==> src/rtl/packet_buffer_read_arbiter_pkg.sv <==
// Shared constants and types for the packet buffer read arbiter.
package packet_buffer_read_arbiter_pkg;

  localparam int BYTE_LEN                   = 8;
  localparam int PACKET_BUFFER_SIZE         = 256;
  localparam int PACKET_BUFFER_READ_LATENCY = 2;
  localparam int TAG_W                      = 1;

  // Requester identity: port 0 is the TX serializer, port 1 the crypto/CRC engine.
  typedef enum logic {
    PORT_0 = 1'b0,
    PORT_1 = 1'b1
  } port_id_e;

  // A valid/id pair, used both for the grant decision and the lock owner.
  typedef struct packed {
    logic     valid;
    port_id_e id;
  } sel_t;

  // Grant decision in priority order: live lock owner, lone requester,
  // then round-robin away from the last served port.
  function automatic sel_t arb_decide(input logic req0, input logic req1,
                                      input sel_t owner, input port_id_e last);
    sel_t g;
    g.valid = 1'b0;
    g.id    = PORT_0;
    if (owner.valid && ((owner.id == PORT_0) ? req0 : req1)) begin
      g.valid = 1'b1;
      g.id    = owner.id;
    end else if (req0 && !req1) begin
      g.valid = 1'b1;
      g.id    = PORT_0;
    end else if (req1 && !req0) begin
      g.valid = 1'b1;
      g.id    = PORT_1;
    end else if (req0 && req1) begin
      g.valid = 1'b1;
      g.id    = (last == PORT_0) ? PORT_1 : PORT_0;
    end
    return g;
  endfunction

endpackage

==> src/rtl/packet_buffer_read_arbiter_read_tag_pipe.sv <==
// Fixed-length shift register of {valid, tag}; tracks which requester owns
// each read in flight so the returning byte can be steered back to it.
module read_tag_pipe #(
  parameter int DELAY_LEN = 2,
  parameter int TAG_WIDTH = 1
) (
  input  logic                 clk,
  input  logic                 reset,
  input  logic                 in_valid,
  input  logic [TAG_WIDTH-1:0] in_tag,
  output logic                 out_valid,
  output logic [TAG_WIDTH-1:0] out_tag
);

  logic [DELAY_LEN-1:0] valid_q;
  logic [TAG_WIDTH-1:0] tag_q [DELAY_LEN];

  // Shift one stage per cycle; reset drops every read in flight.
  always_ff @(posedge clk or posedge reset) begin
    if (reset) begin
      valid_q <= '0;
      for (int i = 0; i < DELAY_LEN; i++) tag_q[i] <= '0;
    end else begin
      valid_q[0] <= in_valid;
      tag_q[0]   <= in_tag;
      for (int i = 1; i < DELAY_LEN; i++) begin
        valid_q[i] <= valid_q[i-1];
        tag_q[i]   <= tag_q[i-1];
      end
    end
  end

  assign out_valid = valid_q[DELAY_LEN-1];
  assign out_tag   = tag_q[DELAY_LEN-1];

endmodule

==> src/rtl/packet_buffer_read_arbiter.sv <==
// Shares the packet buffer RAM read port between two requesters with
// per-cycle round-robin, an optional burst lock, and tagged return routing.
//
// Handshake: a requester raises reqN with a stable addrN and holds both until
// grantN is seen high in the same cycle; that cycle the read is issued. The
// byte comes back READ_LATENCY cycles later as a one-cycle readyN pulse with
// dataN valid. There is no backpressure on the return path.
module packet_buffer_read_arbiter
  import packet_buffer_read_arbiter_pkg::*;
#(
  parameter int RAM_SIZE     = PACKET_BUFFER_SIZE,
  parameter int READ_LATENCY = PACKET_BUFFER_READ_LATENCY,
  localparam int ADDR_W      = $clog2(RAM_SIZE)
) (
  input  logic                clk,
  input  logic                reset,
  input  logic                req0,
  input  logic                req1,
  input  logic [ADDR_W-1:0]   addr0,
  input  logic [ADDR_W-1:0]   addr1,
  input  logic                lock0,
  input  logic                lock1,
  output logic                grant0,
  output logic                grant1,
  output logic                ready0,
  output logic                ready1,
  output logic [BYTE_LEN-1:0] data0,
  output logic [BYTE_LEN-1:0] data1,
  output logic                ram_read_req,
  output logic [ADDR_W-1:0]   ram_read_addr,
  input  logic                ram_read_ready,
  input  logic [BYTE_LEN-1:0] ram_read_out
);

  port_id_e          last_q;
  sel_t              owner_q;
  sel_t              grant;
  logic              tail_valid;
  logic [TAG_W-1:0]  tail_tag;
  logic [TAG_W-1:0]  issue_tag;

  // Grant decision; nothing is issued while reset is held.
  always_comb begin
    grant.valid = 1'b0;
    grant.id    = PORT_0;
    if (!reset) grant = arb_decide(req0, req1, owner_q, last_q);
  end

  assign grant0       = grant.valid && (grant.id == PORT_0);
  assign grant1       = grant.valid && (grant.id == PORT_1);
  assign ram_read_req = grant.valid;

  // Drive the granted address to the RAM, zero while idle.
  always_comb begin
    ram_read_addr = '0;
    if (grant.valid) ram_read_addr = (grant.id == PORT_0) ? addr0 : addr1;
  end

  // Round-robin pointer and lock owner. A cycle with no grant means the owner
  // (if any) dropped req, so the lock is released.
  always_ff @(posedge clk or posedge reset) begin
    if (reset) begin
      last_q        <= PORT_1;
      owner_q.valid <= 1'b0;
      owner_q.id    <= PORT_0;
    end else if (grant.valid) begin
      last_q        <= grant.id;
      owner_q.valid <= (grant.id == PORT_0) ? lock0 : lock1;
      owner_q.id    <= grant.id;
    end else begin
      owner_q.valid <= 1'b0;
    end
  end

  assign issue_tag = grant.id;

  read_tag_pipe #(
    .DELAY_LEN (READ_LATENCY),
    .TAG_WIDTH (TAG_W)
  ) u_tag_pipe (
    .clk       (clk),
    .reset     (reset),
    .in_valid  (ram_read_req),
    .in_tag    (issue_tag),
    .out_valid (tail_valid),
    .out_tag   (tail_tag)
  );

  // A RAM return with no matching tag is dropped silently.
  assign ready0 = ram_read_ready && tail_valid && (tail_tag == TAG_W'(PORT_0));
  assign ready1 = ram_read_ready && tail_valid && (tail_tag == TAG_W'(PORT_1));
  assign data0  = ram_read_out;
  assign data1  = ram_read_out;

endmodule

==> config.mk <==
export PLATFORM = sky130hd
export DESIGN_NAME = packet_buffer_read_arbiter
export DESIGN_NICKNAME = d
export VERILOG_FILES = /design/src/rtl/packet_buffer_read_arbiter_pkg.sv /design/src/rtl/packet_buffer_read_arbiter_read_tag_pipe.sv /design/src/rtl/packet_buffer_read_arbiter.sv
export SDC_FILE = /design/constraint.sdc
export NUM_CORES = 1
export LEC_CHECK = 0
export BUFFER_PORTS_ARGS = -buffer_cell sky130_fd_sc_hd__buf_4
export CAP_MARGIN = 20
export CORE_ASPECT_RATIO = 1.1
export CORE_MARGIN = 3
export CORE_UTILIZATION = 31
export CTS_CLUSTER_SIZE = 40
export DETAILED_ROUTE_END_ITERATION = 8
export PLACE_DENSITY = 0.84
export RECOVER_POWER = 50
export SLEW_MARGIN = 20
export SYNTH_ARGS = -nofsm -noshare
export SYNTH_HDL_FRONTEND = slang
export SYNTH_SLANG_ARGS = --single-unit
==> constraint.sdc <==
create_clock -name clk -period 2.46 [get_ports clk]
set_clock_uncertainty 0.2 [all_clocks]
set_input_delay 0.492 -clock clk [delete_from_list [all_inputs] [get_ports clk]]
set_output_delay 0.492 -clock clk [all_outputs]
set_load 0.03 [all_outputs]
## Yosys cells after proc, flatten, opt, wreduce, memory -nomap -nowiden

Index checks and enable logic that the tools add are counted.
W data, S select, Z words.

- Bitwise logic cells: 2
- Reductions and logical operators: 11
- Mux-type cells: 11

Operators with widths:

| operator | number |
|---|---|
| $mux W8 | 2 |
| $mux W2 | 5 |
| $logic_and A1 B1 Y1 | 9 |
| $mux W1 | 4 |
| $logic_not A1 Y1 | 2 |
| $not A1 Y1 | 2 |

- Flip-flop bits (word level): 7
- Output and inout port bits: 29
- Logic and storage cells: 30
- Input bits: 31

## Depth between registers and ports, before layout

- Depth in word-level cells: 8
- Depth in mapped cells: 4
- Mapped depth without buffers: 3

## Hierarchy

From an unflattened synthesis, not the netlist that was laid out.

- Cell total of the unflattened synthesis: 52
- Area, all modules: 509.2 um2

By module, submodules not included:

| module | times used | sequential area each (um2) | area an instance (um2) | cells each |
|---|---|---|---|---|
| packet_buffer_read_arbiter | 1 | 76.3 | 405.4 | 47 |
| read_tag_pipe | 1 | 100.1 | 103.8 | 5 |

## Least setup slack after synthesis

No wires, ideal clock.

- Path type: register -> output
- Start point: reg last_q
- End point: out ram_read_addr[0]
- Required time: 1.768 ns
- Path buffers: 0
- Stages on the path, launching flop included: 4
- Path slack: 0.118 ns
- Arrival time: 1.650 ns
- Cells stage by stage: dfstp_2 -> nand2b_1 -> a311oi_4 -> a22o_1

- Cells in the longest elaborated chain, start to end: 8

Ends and longest elaborated chain:

| what | RTL line | RTL |
|---|---|---|
| start: declaration | packet_buffer_read_arbiter.sv:35 | `port_id_e last_q;` |
| start signal: assignment | packet_buffer_read_arbiter.sv:67 | `last_q <= grant.id;` |
| $mux W1 | packet_buffer_read_arbiter_pkg.sv:39 | `g.id = (last == PORT_0) ? PORT_1 : PORT_0;` |
| $mux W2 | packet_buffer_read_arbiter_pkg.sv:37 | `end else if (req0 && req1) begin` |
| $mux W2 | packet_buffer_read_arbiter_pkg.sv:34 | `end else if (req1 && !req0) begin` |
| $mux W2 | packet_buffer_read_arbiter_pkg.sv:31 | `end else if (req0 && !req1) begin` |
| $mux W2 | packet_buffer_read_arbiter_pkg.sv:28 | `if (owner.valid && ((owner.id == PORT_0) ? req0 : req1)) begin` |
| $mux W2 | packet_buffer_read_arbiter.sv:46 | `if (!reset) grant = arb_decide(req0, req1, owner_q, last_q);` |
| $mux W8 (2 in series) | packet_buffer_read_arbiter.sv:56 | `if (grant.valid) ram_read_addr = (grant.id == PORT_0) ? addr0 : addr1;` |
| end: declaration | packet_buffer_read_arbiter.sv:30 | `output logic [ADDR_W-1:0] ram_read_addr,` |

No other way between the ends.

## Worst setup path after layout

- Start point: reg last_q
- End point: out ram_read_addr[5]

The elaborated chain is that of the path after synthesis.

==> reports/qor_table.md <==
| Item | Reported | Unit |
| --- | --- | --- |
| Status | complete, no violations | - |
| Final hold viol count | 0 | - |
| Number of flops mapped to enable cells by yosys | 0 | - |
| Total power divided by cell area | 521 | mW/mm^2 |
| Die width | 44.3 | microns |
| Final #Nets | 105 | - |
| Total core area | 0.00144 | sq mm |
| Sum of overflow across all layers after global routing | 0 | - |
| Startpoint kind of the worst setup timing path | flop | - |
| Area delta synth->final | 40.0 | % |
| Min-Delay Path Class | input port to async pin | - |
| Vertical die dimension | 48.1 | microns |
| Proportion of netlist area held by the largest area contributor | 0.300 | - |
| All-layer global routing usage | 0.125 | - |
| Via count of the first global-routing pass | 441 | - |
| Via count of the routed design | 446 | - |
| Number of optimization iterations in the first detailed-route pass | 2 | - |
| RD Place Congestion | 0.678 | - |
| Timing-limited maximum frequency | 424 | MHz |
| Worst setup EP type | output port | - |
| Fillcell total | 142 | - |
| Biggest fanout along the worst timing path | 10 | - |
| Effective utilization at floorplan | 0.348 | - |
| Net count after synthesis | 80 | - |
| CTS tree | built | - |
| Most frequent standard cell in the layout excluding fill and tap cells | sky130_fd_sc_hd__buf_4 | - |
| Share of final-layout standard cells stronger than drive strength 1 | 0.575 | - |
| Commonest cells after routing, fill and taps aside | sky130_fd_sc_hd__buf_4, sky130_fd_sc_hd__a22o_1, sky130_fd_sc_hd__dfrtp_1 | - |
| Post-synthesis average cell area | 10.2 | sq um |
| Summed area of non-filler cells in the final layout | 701 | sq um |
| DPL Wire Length | 940 | microns |
| Instance count of the mapped netlist | 49 | - |
| WP data required | 1770 | ps |
| Critical Path Source | last_q$_DFFE_PP1P_ | - |
| Post-synth cell types | 15 | - |
| I/O pin cnt | 60 | - |
| WL per Instance | 13.3 | microns |
| Iteration-0 DRC Markers | 1 | - |
| Max capacitance violation total | 0 | - |
| Quantity of I/O buffers inserted on ports | 35 | - |
| Share of synthesized area occupied by flip-flops and latches | 0.353 | - |
| Number of storage elements in the synthesis netlist | 7 | - |
| Number of warnings issued by yosys | 0 | - |
| Final critical-path required period | 2360 | ps |
| Number of standard cells in the final layout excluding fillers | 89 | - |
| Antenna violation net count after detailed routing | 0 | - |
| Antenna diode count | 0 | - |
| Bufs on Longest Clock Path | 2 | - |
| Clock slew at the register clock pins of the worst setup and hold paths | 50 | ps |
| Wire length of the first global-routing pass | 1.81 | mm |
| Number of placed cells counting well taps | 84 | - |
| Total wire length | 1.19 | mm |
| Total negative slack | 0 | ps |
| Final period util | 0.960 | - |
| Number of clock sinks seen by CTS | 7 | - |
| H-tree levels | 1 | - |
| Clock tree root driver cell | sky130_fd_sc_hd__clkbuf_4 | - |
| Synthesized area | 500 | sq um |
| Insertion delay of the later-clocked pin in the worst-skew pair | 250 | ps |
| Relative slew margins | 0.755 | - |
| Cell area reported after detailed placement | 659 | sq um |
| Cell type with the highest aggregate area in the netlist | sky130_fd_sc_hd__dfrtp_1 | - |
| Number of placement rows | 14 | - |
| Number of vias per cell | 5.01 | - |
| Async SR Flop Fraction | 1.00 | - |
| Number of antenna violations at the first check in global routing | 0 | - |
| Worst supply voltage drop on vdd | 0.000284 | V |
| Worst-Margin Slew | 364 | ps |
| Pins Over Slew Limit | 0 | - |
| Area enclosed by the die boundary | 0.00213 | sq mm |
| Setup repair after global routing missed its margin | false | - |
| Total CTS buffers | 3 | - |
| Endpoint arrival time on the critical path | 1670 | ps |
| Leak | 0.383 | nW |
| Maximum number of pins on one net before global-route repair | 13 | - |
| Setup violators final | 0 | - |
| Worst Path Class, Setup | flop to output port | - |
| Main area contributors after synthesis | sky130_fd_sc_hd__dfrtp_1, sky130_fd_sc_hd__buf_4, sky130_fd_sc_hd__a22o_1 | - |
| Post-CTS Hold Fix Bufs | 0 | - |
| Reg-to-Reg Start | owner_q[0]$_DFFE_PP0P_ | - |
| DRC violations left | 0 | - |
| Leading register cell type out of synthesis | sky130_fd_sc_hd__dfrtp_1 | - |
==> power by group <==
| part | internal [mW] | leakage (nW) | switching (mW) |
|---|---|---|---|
| sequential | 0.127 | 0.0868 | 0.00570 |
| clock | 0.0619 | 0.0150 | 0.0418 |
| combinational | 0.0619 | 0.281 | 0.0662 |
| total | 0.251 | 0.383 | 0.114 |
==> repair_timing <==
| action | 4_1_cts | 5_1_grt |
|---|---|---|
| endpoints found under the setup margin | 8 | 8 |
| buffers inserted | 0 | 1 |
| pin swaps | 1 | 2 |
| resized for setup | 2 | 0 |
==> area by class of cell <==
class | count | area, sq um | share of cell area
Timing Repair Buffer | 37 | 274 | 0.391
Inverter | 3 | 11.3 | 0.0161
Sequential cell | 7 | 176 | 0.252
Clock buffer | 4 | 26.3 | 0.0375
Tap cell | 16 | 20.0 | 0.0286
Multi-Input combinational cell | 22 | 193 | 0.275
==> per-stage QoR <==
stage / hold WS, ps / util / setup WS, ps / total power, mW
6_report: 79.1 / 0.488 / 98.9 / 0.365
5_1_grt: 97.2 / 0.488 / 18.4 / 0.387
4_1_cts: 63.0 / 0.485 / 37.5 / 0.371
3_5_place_dp: 137 / 0.459 / 154 / 0.261
3_3_place_gp: 131 / 0.459 / 168 / 0.257
2_1_floorplan: 117 / - / 118 / 0.252
==> final timing paths <==
| check | to | slack, ps | cells after the start |
|---|---|---|---|
| worst max register to register | owner_q[1]$_DFF_PP0_ | 920 | 3 |
| worst max-delay path | ram_read_addr[5] | 100 | 5 |
| worst min-delay path | u_tag_pipe.tag_q[1]$_DFF_PP0_ | 80 | 3 |
| worst min register to register | u_tag_pipe.valid_q[1]$_DFF_PP0_ | 140 | 0 |
| max in group asynchronous | last_q$_DFFE_PP1P_ | 1770 | 3 |
| min in group clk | u_tag_pipe.valid_q[1]$_DFF_PP0_ | 140 | 0 |
==> synth_stat cells, types with 2 or more instances <==
master,instances
sky130_fd_sc_hd__a21o_1,2
sky130_fd_sc_hd__a22o_1,9
sky130_fd_sc_hd__buf_4,16
sky130_fd_sc_hd__dfrtp_1,6
sky130_fd_sc_hd__inv_1,3
sky130_fd_sc_hd__nand2b_1,2
sky130_fd_sc_hd__nor2_1,2
sky130_fd_sc_hd__o311a_1,2
==> state kept, by name, indices dropped and copies added (netlist names) <==
signal / count
u_tag_pipe.valid_q: 2
u_tag_pipe.out_tag: 1
last_q: 1
owner_q: 2
u_tag_pipe.tag_q: 1
==> cell families (layout without fill, tap and decap cells) <==
family                 after synthesis  after routing  synth area share
buffers and inverters               20             44             0.285
AOI/OAI and AO/OA                   15             15             0.290
DFF                                  7              7             0.353
and+or+nand+nor                      7              7            0.0725
==> layer usage <==
layer,track usage,part of all wire
met5,0,0
met4,0.0663,0
met3,0.0812,0.17
met2,0.227,0.51
met1,0.106,0.32
==> critical path, stage by stage (launching register included) <==
cell	delay, ps
sky130_fd_sc_hd__dfstp_2	540
sky130_fd_sc_hd__nand2b_1	90
sky130_fd_sc_hd__a311oi_4	280
sky130_fd_sc_hd__buf_4	210
sky130_fd_sc_hd__a22o_1	150
sky130_fd_sc_hd__buf_4	160
(Power assumes the default switching activity.)
